[src/rtl/instr_fetch.sv]
`default_nettype none
// ============================================================================
// instr_fetch : single-outstanding instruction fetch unit feeding a 2-entry
//               {instr, pc} buffer, with redirect flush and stale-data drop.
// Revision    : 1.0
// ============================================================================

module instr_fetch #(
  parameter logic [31:0] RESET_PC = 32'h0000_0000
) (
  input  logic        clk,
  input  logic        rst_n,
  output logic        imem_req,
  output logic [31:0] imem_addr,
  input  logic        imem_ready,
  input  logic        imem_rvalid,
  input  logic [31:0] imem_rdata,
  output logic [31:0] instr,
  output logic [31:0] instr_pc,
  output logic        instr_valid,
  input  logic        instr_ready,
  input  logic        redirect,
  input  logic [31:0] redirect_pc
);

  typedef enum logic [1:0] {
    S_IDLE = 2'd0,
    S_REQ  = 2'd1,
    S_WAIT = 2'd2,
    S_DROP = 2'd3
  } state_e;

  state_e      state_q, state_d;
  logic [31:0] fetch_pc_q, fetch_pc_d;
  logic [1:0]  count_q, count_d;
  logic        wr_ptr_q, wr_ptr_d;
  logic        rd_ptr_q, rd_ptr_d;
  logic [31:0] buf_instr_q [2];
  logic [31:0] buf_pc_q    [2];

  logic        push;
  logic        pop;
  logic [1:0]  count_after_push;
  logic [31:0] redirect_pc_aligned;

  assign imem_req            = (state_q == S_REQ);
  assign imem_addr           = fetch_pc_q;
  assign instr_valid         = (count_q != 2'd0);
  assign instr               = buf_instr_q[rd_ptr_q];
  assign instr_pc            = buf_pc_q[rd_ptr_q];
  assign pop                 = instr_valid & instr_ready;
  assign count_after_push    = count_q + 2'd1 - {1'b0, pop};
  assign redirect_pc_aligned = redirect_pc & 32'hFFFF_FFFC;

  always_comb begin
    state_d    = state_q;
    fetch_pc_d = fetch_pc_q;
    push       = 1'b0;
    case (state_q)
      S_IDLE: begin
        if (redirect || (count_q < 2'd2)) state_d = S_REQ;
      end
      S_REQ: begin
        if (imem_ready) begin
          fetch_pc_d = fetch_pc_q + 32'd4;
          state_d    = redirect ? S_DROP : S_WAIT;
        end
      end
      S_WAIT: begin
        if (imem_rvalid) begin
          if (redirect) begin
            state_d = S_REQ;
          end else begin
            push    = 1'b1;
            state_d = (count_after_push < 2'd2) ? S_REQ : S_IDLE;
          end
        end else if (redirect) begin
          state_d = S_DROP;
        end
      end
      S_DROP: begin
        // The returning response belongs to a flushed request; only its arrival matters.
        if (imem_rvalid) state_d = S_REQ;
      end
      default: state_d = S_IDLE;
    endcase
    if (redirect) fetch_pc_d = redirect_pc_aligned;
  end

  always_comb begin
    count_d  = count_q + {1'b0, push} - {1'b0, pop};
    wr_ptr_d = wr_ptr_q ^ push;
    rd_ptr_d = rd_ptr_q ^ pop;
    if (redirect) begin
      count_d  = 2'd0;
      wr_ptr_d = 1'b0;
      rd_ptr_d = 1'b0;
    end
  end

  always_ff @(posedge clk or negedge rst_n) begin
    if (!rst_n) begin
      state_q    <= S_IDLE;
      fetch_pc_q <= RESET_PC;
      count_q    <= 2'd0;
      wr_ptr_q   <= 1'b0;
      rd_ptr_q   <= 1'b0;
    end else begin
      state_q    <= state_d;
      fetch_pc_q <= fetch_pc_d;
      count_q    <= count_d;
      wr_ptr_q   <= wr_ptr_d;
      rd_ptr_q   <= rd_ptr_d;
    end
  end

  // A push only happens in WAIT, where fetch_pc already points one word past the data.
  always_ff @(posedge clk) begin
    if (push) begin
      buf_instr_q[wr_ptr_q] <= imem_rdata;
      buf_pc_q[wr_ptr_q]    <= fetch_pc_q - 32'd4;
    end
  end

endmodule

`default_nettype wire

[config.mk]
export PLATFORM = sky130hd
export DESIGN_NAME = instr_fetch
export DESIGN_NICKNAME = d
export VERILOG_FILES = /design/src/rtl/instr_fetch.sv
export SDC_FILE = /design/constraint.sdc
export NUM_CORES = 1
export LEC_CHECK = 0
export ABC_AREA = 0
export BUFFER_PORTS_ARGS = -buffer_cell sky130_fd_sc_hd__buf_2
export CAP_MARGIN = 0
export CELL_PAD_IN_SITES_DETAIL_PLACEMENT = 0
export CELL_PAD_IN_SITES_GLOBAL_PLACEMENT = 2
export CORE_MARGIN = 10
export CORE_UTILIZATION = 36
export DETAILED_ROUTE_END_ITERATION = 7
export PLACE_DENSITY = 0.84
export SETUP_SLACK_MARGIN = 0.3
export SLEW_MARGIN = 20
export SYNTH_ARGS = -nofsm -noshare
export SYNTH_HDL_FRONTEND = slang
export SYNTH_SLANG_ARGS = --single-unit
[constraint.sdc]
create_clock -name clk -period 3.8 [get_ports clk]
set_input_delay 0.19 -clock clk [delete_from_list [all_inputs] [get_ports clk]]
set_output_delay 0.19 -clock clk [all_outputs]
set_load 0.05 [all_outputs]
======== Word-level counts from Yosys, hierarchy flattened ========
Memory sizes are Yosys's and may differ from the RTL's.
Cells that the tools add are included.
W data, S select, Z words.
storage, ports and cells
  register bits after elaboration ......... 38
  RAM bits ................................ 128
  input bits .............................. 70
  output and inout bits ................... 98
  logic and storage cells ................. 52
  memories ................................ 2
operators by class
  $add $sub $neg .......................... 6
  order comparisons ....................... 2
  equal/unequal tests ..................... 7
  multiplexer cells ....................... 20
  bitwise operators ....................... 3
  reductions and logical operators ........ 7
memories
  memory       depth  width  rd ports  clocked after Yosys merged registers in  write ports  line  RTL
  buf_instr_q  2      32     1         0                                        1            38    logic [31:0] buf_instr_q [2];
  buf_pc_q     2      32     1         0                                        1            39    logic [31:0] buf_pc_q [2];
operators by type and width
  operator                 count
  $mux W32                 3
  $add A32 B3 Y32 const B  1
  $sub A32 B3 Y32 const B  1
  $mux W2                  6
  $mux W1                  10
  $pmux W2 S4              1
  $reduce_bool A2 Y1       3
  $eq A2 B2 Y1 const B     2
  $lt A2 B2 Y1 const B     2
  $ne A2 B2 Y1 const B     2
  $reduce_and A4 Y1        1
  $sub A2 B1 Y2            2
  $ne A3 B3 Y1 const B     1
  $add A2 B1 Y2            1
  $add A2 B1 Y2 const B    1
  $eq A2 B1 Y1 const B     1
  $logic_not A2 Y1         1
  $ne A2 B1 Y1 const B     1
  $reduce_and A2 Y1        1
  $xor A1 B1 Y1            2
  $and A1 B1 Y1            1
  $logic_or A1 B1 Y1       1

======== Depth between registers and ports, before layout ========
Gate-level depths: netlist (run 1).
  depth after elaboration ................. 8
  depth in mapped cells ................... 10
  mapped depth without buffers ............ 9

======== Worst setup path after synthesis (run 1) ========
No wires, ideal clock.
  path type ............................... in2reg
  start ................................... in redirect
  end ..................................... mem buf_instr_q[1][0], enable pin
  library setup time ...................... 0.427 ns
  arrival time ............................ 2.477 ns
  required time ........................... 3.373 ns
  slack ................................... 0.897 ns
  stages on the path ...................... 6
  path buffers ............................ 2
  cell sequence ........................... clkbuf_1 > clkinv_1 > clkbuf_1 > nand3_1 > inv_1 > ha_1
on the way
  word-level cells in the longest chain between the ends .. 5
RTL lines
  item                           line  RTL
  start, declared                22    input logic redirect,
  $mux W1                        71    if (redirect) begin
  $mux W1                        70    if (imem_rvalid) begin
  $mux W1                        59    case (state_q)
  $mux W1                        119   if (push) begin
  $mux W1 (implied by the code)  120   buf_instr_q[wr_ptr_q] <= imem_rdata;
  end, declared                  38
Every way passes these cells.

======== Worst setup path after layout (run 1) ========
  start ................................... reg state_q[1]
  end ..................................... reg fetch_pc_q[28] (netlist: imem_addr[28])
on the way
  word-level cells in the longest chain between the ends .. 3
RTL lines
  item                          line  RTL
  start, declared               33    state_e state_q, state_d;
  start signal, assigned        109   state_q <= state_d;
  $eq A2 B1 Y1                  59
  $reduce_bool A2 Y1 (no line)  --
  $reduce_and A2 Y1 (no line)   --
  end signal, assigned          110   fetch_pc_q <= fetch_pc_d;
  end, declared                 34    logic [31:0] fetch_pc_q, fetch_pc_d;
Every way passes these cells.
A chain may end at the register's enable or synchronous reset.

==> results of run 1 <==
-- metal layers --
| layer | share of wire | vias to the layer above |
|---|---|---|
| met2 | 0.49 | 146 |
| met3 | 0.065 | 10 |
| li1 | - | 2443 |
| met1 | 0.44 | 2485 |
| met4 | 0.0090 | 0 |
| met5 | 0 | - |
-- cell usage after synthesis, types with 14 or more instances --
cell / n / area share
nand2_1: 32 / 0.016
or4_1: 25 / 0.025
mux2_2: 62 / 0.095
dfrtp_1: 36 / 0.12
o31ai_1: 15 / 0.015
clkbuf_1: 22 / 0.011
inv_1: 14 / 0.0071
xnor2_1: 17 / 0.020
a31oi_1: 14 / 0.012
nand3_1: 16 / 0.011
xor2_1: 24 / 0.029
nor2_1: 23 / 0.012
edfxtp_1: 124 / 0.51
-- kinds of logic (layout without fill, tap and decap cells) --
kind of cell,count (synthesis),in the layout
and+or+nand+nor,161,161
buffers and inverters,58,262
DFF,160,160
other,1,4
adders and majority gates,10,10
AOI/OAI and AO/OA,52,52
xor gates and xnor gates,41,41
muxes,63,63
-- worst paths after layout --
check / startpoint / to / depth (start not counted)
min in group asynchronous: rst_n / count_q[0]$_DFF_PN0_ / 2
max reg2reg: state_q[1]$_DFFE_PN0P_ / imem_addr[28]$_DFFE_PN0P_ / 6
max: state_q[1]$_DFFE_PN0P_ / imem_addr[28]$_DFFE_PN0P_ / 6
min reg2reg: imem_addr[31]$_DFFE_PN0P_ / imem_addr[31]$_DFFE_PN0P_ / 2
min: redirect_pc[25] / imem_addr[25]$_DFFE_PN0P_ / 3
max in group asynchronous: rst_n / rd_ptr_q$_DFF_PN0_ / 2
-- power by group through the flow --
| stage | Combinational (mW) | Sequential, mW | Clock (mW) |
|---|---|---|---|
| after floorplan | 1.25 | 2.21 | 0 |
| after global placement | 1.66 | 2.19 | 0 |
| after CTS | 1.73 | 2.17 | 1.69 |
| after detailed placement | 1.68 | 2.20 | 0 |
| after global routing | 1.82 | 2.19 | 1.76 |
| final | 1.70 | 2.16 | 1.63 |
-- cells in the final DEF (no fill, tap or decap), drive strengths merged, types with 5 or more instances in the layout --
cell / count
a31oi: 14
buf: 167
clkbuf: 17
clkinv: 7
clkinvlp: 5
dfrtp: 36
dlygate4sd3: 48
edfxtp: 124
ha: 10
inv: 16
mux2: 62
nand2: 32
nand3: 16
nand4: 11
nor2: 23
nor3: 10
nor4: 15
o21ai: 12
o31ai: 15
or3: 8
or4: 27
xnor2: 17
xor2: 24
-- registers in the layout (all words and copies together), names as in the netlist --
signal and cells:
state_q 2, wr_ptr_q 1, rd_ptr_q 1, buf_instr_q 64, count_q 2, imem_addr 30, buf_pc_q 60
-- timing repair --
item / CTS / global route
hold buffers: 48 / 0
gates resized for setup: 0 / 0
endpoints found under the hold margin: 115 / 0
-- area by class of cell --
class                      instances  share of cell area
multi-input combinational        331               0.264
sequential                       160               0.490
timing repair buffer             215               0.144
tap                              270              0.0358
clock buffer                      17              0.0451
inverter                          15             0.00596
clock inverter                    15              0.0152
-- critical path: cells and delay by family, from the launching register on --
| family | cells | cell delay [ns] |
|---|---|---|
| DFF | 1 | 0.41 |
| adders and majority gates | 1 | 0.26 |
| buffers and inverters | 1 | 0.11 |
| and+or+nand+nor | 3 | 1.65 |
| AOI/OAI and AO/OA | 1 | 0.20 |
-- metrics by stage --
| step | std cells | worst slack, ns | power, mW |
|---|---|---|---|
| 2_1_floorplan | 549 | 0.897 | 3.46 |
| 3_3_place_gp | 943 | 1.23 | 3.85 |
| 3_5_place_dp | 943 | 1.08 | 3.89 |
| 4_1_cts | 1023 | 1.06 | 5.59 |
| 5_1_grt | 1023 | 0.901 | 5.77 |
| 6_report | 1023 | 1.08 | 5.50 |
==> metrics.md, run 1 <==
| Metric | Value |
|---|---|
| Layout cells sized above 1 | `0.364` |
| Fin nets | `between 800 and 900` |
| Slew headroom | `0.428` |
| Setup Viol. Count Final | `0` |
| Post-Synth Adder-Cell Area | `0.0170` |
| Seq pwr share | `0.394` |
| Maximum clock path buffer count | `2` |
| Initial core utilization | `0.365` |
| Worst path max stage delay | `0.84 ns` |
| Rows | `52` |
| Crit-path cells | `inv_1 > ha_1 > nand2_1 > or4_1 > or4_1 > a31oi_1` |
| TritonRoute pass-1 iters | `4` |
| Async S/R FF share, synth | `0.225` |
| EDFF count, synth | `between 100 and 150` |
| Worst hold path class | `input port to flip-flop` |
| Clock power frac | `0.297` |
| Clk root buf | `clkbuf_16` |
| Compound-gate portion of the synthesized area | `0.0464` |
| Fin crit period | `~2.7 ns` |
| Slowest cell on the critical path | `or4_1` |
| Crit path DAT | `3.05 ns` |
| Final Cycle Share | `0.716` |
| Synthesized area | `~7400 um2` |
| Final Skew | `0.0110 ns` |
| Post-synthesis simple-gate area fraction | `0.128` |
| Die outline width | `163 um` |
| Vias | `5084` |
| Final hold slack | `0.0300 ns` |
| Yosys reg bits | `160` |
| Largest net degree at the start of global routing | `41` |
| Sum of negative setup slack | `0 ns` |
| Met2 Resource Use GR | `0.227` |
| Tot GR Track Use | `0.139` |
| Worst Setup Path Type | `flip-flop to flip-flop` |
| Register area | `~4600 um2` |
| M3 GR Usage | `0.0397` |
| Cell Pwr Density | `582 nW/um2` |
| Reg clk slew, reported paths | `0.06 ns` |
| Overflow after GRT | `0` |
| TritonCTS clock tree | `built` |
| Placed inst area | `between 8000 and 9000 um2` |
| Worst-case vdd ir drop | `380 uV` |
| Initial antenna violation count | `0` |
| Layout area overhead | `28.2%` |
| Syn_area_per_cell | `13.5 um2` |
| Antenna-violating nets left | `0` |
| Comb pwr share | `0.310` |
| Seq/Total Area, Yosys | `0.628` |
| Element type at the critical path end | `flip-flop` |
| Startpoint Class | `flip-flop` |
| Post-DP HPWL | `13.1 mm` |
| CTS HTree Levels | `4` |
| Multi-input combinational cell area | `approximately 2500 um2` |
| LEAKAGE | `3.52 nW` |
| CP required | `4.13 ns` |
| Antenna cell count | `0` |
| WL/cell | `between 15 and 20 um` |
| Final WL | `18.1 mm` |
| Later-pin clock latency in the skew report | `~0.4 ns` |
| Yosys Warn Count | `0` |
| Fin. max-slew vios | `0` |
| Worst-path fanout max | `17` |
| Worst reg-to-reg setup slack | `between 1 and 1.5 ns` |
| Combinational family with the most area after synthesis | `simple AND/OR/NAND/NOR gates` |
| Number of max-cap violations | `0` |
| Synth Flop Type | `edfxtp_1` |
| Power Internal | `3.49 mW` |
| Max Clock Freq | `0.368 GHz` |
| Setup Buffers After CTS | `0` |
| Design Area, Final | `9440 um2` |
| Met1 usage | `0.172` |
| Area of the core | `20200 um2` |
| Die Y | `163 um` |
| Number of port buffers | `161` |
| NetSw | `2.00 mW` |
| Io pins | `around 170` |
| Vias per cell | `4.97` |
| Fillcell total | `1813` |
| Most used cell, CP | `or4_1` |
| First-pass GRT wire length | `29.0 mm` |
| RSZ-0062 raised after global routing | `no` |
| Post-Route Utilization | `0.468` |
| GR peak layer | `met2` |
| Final Hold Vio Count | `0` |
| DIE AREA | `between 20000 and 30000 um2` |
| Slew @ Worst Pin | `0.857 ns` |
| Vias in the first global route | `5378` |
| Post-synthesis xor/xnor area fraction | `0.0488` |
| Mux share of post-synthesis cell area | `0.0962` |
| Status | `complete, no violations` |
| Mapped Cells | `546` |
| CTS buffer count | `17` |
| Drt drc | `0` |
| Clock Sinks | `160` |
| Unique masters post-synth | `46` |
| First DRT Iteration DRCs | `337` |
| GP Congestion | `a little over 0.8` |
| Sw frac | `0.364` |
Power figures use the tool's default switching activity.
==> inputs of run 2 (changes only) <==
--- a/config.mk
+++ b/config.mk
@@ -11,9 +11,9 @@
 export CELL_PAD_IN_SITES_DETAIL_PLACEMENT = 0
 export CELL_PAD_IN_SITES_GLOBAL_PLACEMENT = 2
 export CORE_MARGIN = 10
-export CORE_UTILIZATION = 36
+export CORE_UTILIZATION = 33
 export DETAILED_ROUTE_END_ITERATION = 7
-export PLACE_DENSITY = 0.84
+export PLACE_DENSITY = 0.81
 export SETUP_SLACK_MARGIN = 0.3
 export SLEW_MARGIN = 20
 export SYNTH_ARGS = -nofsm -noshare
==> constraint.sdc (replaced) <==
create_clock -name clk -period 2.5 [get_ports clk]
set_input_delay 0.125 -clock clk [delete_from_list [all_inputs] [get_ports clk]]
set_output_delay 0.125 -clock clk [all_outputs]
set_load 0.05 [all_outputs]
==> run 2 against run 1 <==
Compared with the run above:
- design area increased by 8.4%
- cell count rose by 6.2%
- largest cell class unchanged
- combinational power increased by 71%
- non-clock buffer count rose by 53
- routed wire length increased by 8.3%
- highest routed layer unchanged
==> metrics.md, run 2 (synthesis gave the netlist of run 1 again) <==
| Metric | Value |
|---|---|
| Status | `complete, no violations` |
| Slew @ Worst Pin | `0.869 ns (+0.0117 ns)` |
| WL/cell | `18.0 um (+2.0%)` |
| Antenna cell count | `0 (unchanged)` |
| Max FFs per register | `64 (unchanged)` |
| Max Clock Freq | `0.440 GHz (+20%)` |
| Final Skew | `0.0130 ns (+0.00197 ns)` |
| Post-DP HPWL | `13.6 mm (+4.3%)` |
| TritonRoute pass-1 iters | `4 (unchanged)` |
| Design Area, Final | `10200 um2 (+8.4%)` |
| DIE AREA | `28700 um2 (+7.9%)` |
| Element type at the critical path end | `flip-flop` |
| Post-Route Utilization | `0.467 (-0.000688)` |
| Io pins | `168 (unchanged)` |
| TritonCTS clock tree | `built` |
| RSZ-0062 raised after global routing | `yes` |
| CTS HTree Levels | `4 (unchanged)` |
| Layout cells sized above 1 | `0.449 (+0.0853)` |
| Area of the core | `21900 um2 (+8.5%)` |
| Worst hold path class | `input port to flip-flop` |
| LEAKAGE | `3.94 nW (+12%)` |
| Most frequent cells in the layout | `161 x buf_2, 124 x edfxtp_1, 62 x mux2_2, 62 x dlygate4sd3_1, 36 x buf_4` |
| Setup Viol. Count Final | `0 (unchanged)` |
| Largest reg by FF count | `buf_instr_q` |
| Final total power | `8.69 mW (+58%)` |
| Crit path DAT | `2.43 ns (-0.62 ns)` |
| Initial core utilization | `0.336 (-0.0287)` |
| Overflow after GRT | `0 (unchanged)` |
| Later-pin clock latency in the skew report | `0.42 ns (about the same)` |
| Antenna-violating nets left | `0 (unchanged)` |
| Slew headroom | `0.421 (-0.00779)` |
| Maximum clock path buffer count | `2 (unchanged)` |
| First DRT Iteration DRCs | `304 (-9.8%)` |
| Final WL | `19.6 mm (+8.3%)` |
| Fin. max-slew vios | `0 (unchanged)` |
| Fin nets | `873 (+6.5%)` |
| Drt drc | `0 (unchanged)` |
| Largest net degree at the start of global routing | `63 (+54%)` |
| Sum of negative setup slack | `0 ns (unchanged)` |
| Commonest non-fill, non-tap cell in the layout | `buf_2` |
| Clk root buf | `clkbuf_16` |
| GP Congestion | `0.789 (-1.9%)` |
| Reg clk slew, reported paths | `0.07 ns (about the same)` |
| Layout area overhead | `39.0%` |
| Startpoint Class | `flip-flop` |
| Die outline width | `169 um (+3.9%)` |
| Vias per cell | `4.85 (-2.4%)` |
| Die Y | `169 um (+3.9%)` |
| Tot GR Track Use | `0.133 (-0.00555)` |
| Vias in the first global route | `5504 (+2.3%)` |
| Number of port buffers | `161 (unchanged)` |
| Fin crit period | `2.27 ns (-0.445 ns)` |
| First-pass GRT wire length | `30.4 mm (+4.6%)` |
| CP required | `2.66 ns (-1.47 ns)` |
| Worst-path fanout max | `6 (-11)` |
| Cell Pwr Density | `849 nW/um2 (+46%)` |
| Rows | `54 (+3.8%)` |
| Vias | `5269 (+3.6%)` |
| Final Hold Vio Count | `0 (unchanged)` |
| CTS buffer count | `17 (unchanged)` |
| Final hold slack | `0.0226 ns (-0.00745 ns)` |
| Clock Sinks | `160 (unchanged)` |
| Number of max-cap violations | `0 (unchanged)` |
| Worst Setup Path Type | `flip-flop to flip-flop` |
| Worst-case vdd ir drop | `422 uV (+11%)` |
| Initial antenna violation count | `0 (unchanged)` |
| Final Cycle Share | `0.910 (+0.194)` |
| Placed inst area | `8740 um2 (+4.1%)` |
-- run 2: what timing repair did --
item,CTS,global route
buffers inserted,5,17
hold buffers,62,0
endpoints found under the hold margin,129,0
gates cloned,0,1
resized for setup,2,18
setup endpoints to repair,15,32
pin swaps,0,16
-- run 2: final timing paths --
path	start	to	slack (ns)	cells past startpoint
min in group asynchronous	rst_n	count_q[1]$_DFF_PN0_	0.36	2
max in group asynchronous	rst_n	imem_addr[21]$_DFFE_PN0P_	1.53	2
worst max register to register	imem_addr[14]$_DFFE_PN0P_	buf_pc_q[0][27]$_DFFE_PP_	0.23	6
worst min-delay path	redirect_pc[19]	imem_addr[19]$_DFFE_PN0P_	0.02	3
worst min register to register	imem_addr[31]$_DFFE_PN0P_	imem_addr[31]$_DFFE_PN0P_	0.61	2
worst max-delay path	imem_addr[14]$_DFFE_PN0P_	buf_pc_q[0][27]$_DFFE_PP_	0.23	6
-- run 2: routing by layer --
metal	up-vias	GRT usage	wire, um
met5	-	0	0
met4	0	0.0326	185
met3	14	0.0401	1120
met2	139	0.215	9660
met1	2576	0.170	8630
li1	2540	-	-
-- run 2: cell type report --
class / instances / area, um2
repair buffers: 268 / 1840
clock inverters: 14 / 158
fillers: 1960 / 11700
multi-input cells: 331 / 2750
flip-flops and latches: 160 / 4650
inverters: 15 / 56.3
clock buffers: 18 / 429
well taps: 280 / 350
-- run 2: critical path, stage by stage (launching register included) --
cell and delay (ns):
dfrtp_2 0.40, or4_4 0.54, or4_4 0.51, buf_6 0.16, buf_6 0.11, nor3_4 0.19
xor2_2 0.09
-- run 2: through the flow --
| step | cells | setup WS [ns] |
|---|---|---|
| floorplan | 549 | -0.338 |
| global placement | 969 | 0.262 |
| detailed placement | 969 | 0.250 |
| CTS | 1068 | 0.231 |
| global route | 1086 | 0.175 |
| finish | 1086 | 0.225 |
-- run 2: where the power goes --
part	leakage (nW)	internal [mW]	total [mW]	switching, mW
Sequential	1.52	3.05	3.22	0.168
Combinational	2.14	0.951	2.90	1.95
Clock	0.283	1.49	2.57	1.08
==> inputs of run 3 (changes only) <==
--- a/config.mk
+++ b/config.mk
@@ -11,11 +11,12 @@
 export CELL_PAD_IN_SITES_DETAIL_PLACEMENT = 0
 export CELL_PAD_IN_SITES_GLOBAL_PLACEMENT = 2
 export CORE_MARGIN = 10
-export CORE_UTILIZATION = 33
+export CORE_UTILIZATION = 39
 export DETAILED_ROUTE_END_ITERATION = 7
-export PLACE_DENSITY = 0.81
+export PLACE_DENSITY = 0.9
 export SETUP_SLACK_MARGIN = 0.3
 export SLEW_MARGIN = 20
 export SYNTH_ARGS = -nofsm -noshare
 export SYNTH_HDL_FRONTEND = slang
 export SYNTH_SLANG_ARGS = --single-unit
+export TNS_END_PERCENT = 100
==> constraint.sdc (replaced) <==
create_clock -name clk -period 2.9 [get_ports clk]
set_input_delay 0.145 -clock clk [delete_from_list [all_inputs] [get_ports clk]]
set_output_delay 0.145 -clock clk [all_outputs]
set_load 0.05 [all_outputs]
==> run 3 against run 2 <==
Compared with the run above:
- sequential cell count is the same
- critical path depth is the same
- via count is essentially flat
- global-route usage grew 2.0 points
- clock-buffer cell count shrank 1
- routed wire length shrank 4.1%
- sequential power shrank 12%
- sequential share of layout area grew 2.6 points
- total power shrank 15%
- combinational power shrank 21%
- cell count shrank 7.3%
- critical endpoint is now imem_addr[28]$_DFFE_PN0P_
- largest cell class unchanged
- highest routed layer unchanged
==> metrics.md, run 3 (synthesis gave the netlist of run 1 again) <==
| Metric | Value |
|---|---|
| FF-to-FF path depth | `6 (unchanged)` |
| Max FFs per register | `64 (unchanged)` |
| Vias per cell | `5.23 (+7.7%)` |
| Worst reg-to-reg setup slack | `0.42 ns (+0.20 ns)` |
| Later-pin clock latency in the skew report | `0.42 ns (about the same)` |
| Antenna-violating nets left | `0 (unchanged)` |
| GP Congestion | `0.855 (+8.3%)` |
| Clock Sinks | `160 (unchanged)` |
| Startpoint Class | `flip-flop` |
| Drt drc | `0 (unchanged)` |
| Die outline width | `157 um (-7.1%)` |
| Post-DP HPWL | `13.1 mm (-4.2%)` |
| Slew headroom | `0.433 (+0.0121)` |
| Commonest non-fill, non-tap cell in the layout | `buf_2` |
| RSZ-0062 raised after global routing | `no` |
| Final Cycle Share | `0.854 (-0.0560)` |
| Fin crit period | `2.48 ns (+0.202 ns)` |
| Crit path capture | `imem_addr[28]$_DFFE_PN0P_` |
| CP required | `3.24 ns (+0.58 ns)` |
| Worst hold path class | `input port to flip-flop` |
| Reg2Reg Launch Point | `state_q[1]$_DFFE_PN0P_` |
| Crit. Startpoint | `state_q[1]$_DFFE_PN0P_` |
| Post-Place Setup Slack | `0.255 ns (+0.00536 ns)` |
| Fin. max-slew vios | `0 (unchanged)` |
| Die Y | `157 um (-7.1%)` |
| Rows | `50 (-7.4%)` |
| Number of max-cap violations | `0 (unchanged)` |
| Largest net degree at the start of global routing | `63 (unchanged)` |
| Antenna cell count | `0 (unchanged)` |
| Initial core utilization | `0.395 (+0.0586)` |
| Crit-path cells | `inv_1 > ha_2 > nand2_1 > or4_4 > or4_1 > a31oi_1` |
| Crit path DAT | `2.81 ns (+0.38 ns)` |
| Setup Buffers After CTS | `0 (-5)` |
| Final Hold Vio Count | `0 (unchanged)` |
| Layout area overhead | `30.9%` |
| Worst Setup Path Type | `flip-flop to flip-flop` |
| Final hold slack | `0.00988 ns (-0.0127 ns)` |
| DIE AREA | `24800 um2 (-14%)` |
| Post-Route Utilization | `0.517 (+0.0495)` |
| Reg clk slew, reported paths | `0.07 ns (about the same)` |
| Cell Pwr Density | `769 nW/um2 (-9.5%)` |
| Largest reg by FF count | `buf_instr_q` |
| Fillcell total | `1600 (-18%)` |
| Most frequent cells in the layout | `161 x buf_2, 124 x edfxtp_1, 62 x mux2_2` |
| Layout cells sized above 1 | `0.367 (-0.0817)` |
| CTS HTree Levels | `4 (unchanged)` |
| TritonRoute pass-1 iters | `4 (unchanged)` |
| Worst-path fanout max | `17 (+11)` |
| Slowest cell on the critical path | `or4_4` |
| Element type at the critical path end | `flip-flop` |
| Overflow after GRT | `0 (unchanged)` |
| Worst path max stage delay | `0.69 ns (+0.15 ns)` |
| Worst-case vdd ir drop | `426 uV (+0.93%)` |
| Reg-to-Reg End | `imem_addr[28]$_DFFE_PN0P_` |
| Vias in the first global route | `5660 (+2.8%)` |
| WL/cell | `18.7 um (+3.5%)` |
| Maximum clock path buffer count | `2 (unchanged)` |
| Sum of negative setup slack | `0 ns (unchanged)` |
| Initial antenna violation count | `0 (unchanged)` |
| Clk root buf | `clkbuf_16` |
| Status | `complete, no violations` |
| LEAKAGE | `3.63 nW (-7.9%)` |
| Slew @ Worst Pin | `0.851 ns (-0.0182 ns)` |
| Final Skew | `0.00974 ns (-0.00323 ns)` |
| Number of port buffers | `161 (unchanged)` |
| Tot GR Track Use | `0.153 (+0.0200)` |
| First-pass GRT wire length | `29.7 mm (-2.2%)` |
| Io pins | `168 (unchanged)` |
| PnR worst setup slack | `0.424 ns (+0.198 ns)` |
| Area of the core | `18600 um2 (-15%)` |
| TritonCTS clock tree | `built` |
| CTS buffer count | `17 (unchanged)` |
| Max Clock Freq | `0.404 GHz (-8.1%)` |
| Vias | `5264 (-0.095%)` |
| First DRT Iteration DRCs | `291 (-4.3%)` |
| Fin nets | `840 (-3.8%)` |
| Final WL | `18.8 mm (-4.1%)` |
| Setup Viol. Count Final | `0 (unchanged)` |
run 3: worst min-delay path by stage:
| stage | from | to | slack [ns] | depth (start not counted) |
|---|---|---|---|---|
| 3_3_place_gp | rst_n | count_q[0]$_DFF_PN0_ | 0.30 | 1 |
| 5_1_grt | redirect_pc[24] | imem_addr[24]$_DFFE_PN0P_ | 0.004 | 3 |
| 6_report | redirect_pc[21] | imem_addr[21]$_DFFE_PN0P_ | 0.01 | 3 |
| 3_5_place_dp | rst_n | count_q[1]$_DFF_PN0_ | 0.30 | 1 |
| 4_1_cts | redirect_pc[21] | imem_addr[21]$_DFFE_PN0P_ | 0.001 | 3 |
| 2_1_floorplan | rst_n | count_q[0]$_DFF_PN0_ | -0.15 | 0 |
run 3: cell type report:
| cell class | instances | area [um2] | share of cell area |
|---|---|---|---|
| flip-flops and latches | 160 | 4630 | 0.480 |
| multi-input cells | 331 | 2500 | 0.260 |
| repair buffers | 235 | 1550 | 0.161 |
| clock buffers | 17 | 425 | 0.0442 |
| well taps | 234 | 293 | 0.0304 |
| clock inverters | 15 | 183 | 0.0190 |
| inverters | 15 | 56.3 | 0.00584 |
run 3: stage by stage:
step | total power, mW | area, um2 | std cells
after floorplan | 4.54 | 7380 | 549
after global placement | 5.07 | 8410 | 914
after detailed placement | 5.12 | 8410 | 914
after CTS | 7.48 | 9640 | 1007
after global routing | 7.72 | 9640 | 1007
final | 7.41 | 9640 | 1007
run 3: what timing repair did:
item	4_1_cts	5_1_grt
hold buffers	61	0
endpoints found under the hold margin	128	0
resized for setup	1	0
endpoints found under the setup margin	3	0
run 3: routing by layer:
layer | vias to the layer above | global-route usage | part of all wire
met3 | 30 | 0.0450 | 0.068
met4 | 0 | 0.0650 | 0.023
met5 | - | 0 | 0
li1 | 2486 | - | -
met2 | 182 | 0.252 | 0.47
met1 | 2566 | 0.183 | 0.43
run 3: worst max-delay path, delay by kind of cell (launching register included):
family | cells | cell delay (ns)
buffers and inverters | 1 | 0.13
DFF | 1 | 0.41
adders and majority gates | 1 | 0.26
AOI/OAI and AO/OA | 1 | 0.19
and+or+nand+nor | 3 | 1.40
run 3: power by group:
| part | switching, mW | leakage [nW] | total [mW] | internal, mW |
|---|---|---|---|---|
| combinational | 1.57 | 1.80 | 2.30 | 0.733 |
| sequential | 0.203 | 1.54 | 2.82 | 2.62 |
| clock | 0.919 | 0.284 | 2.28 | 1.36 |
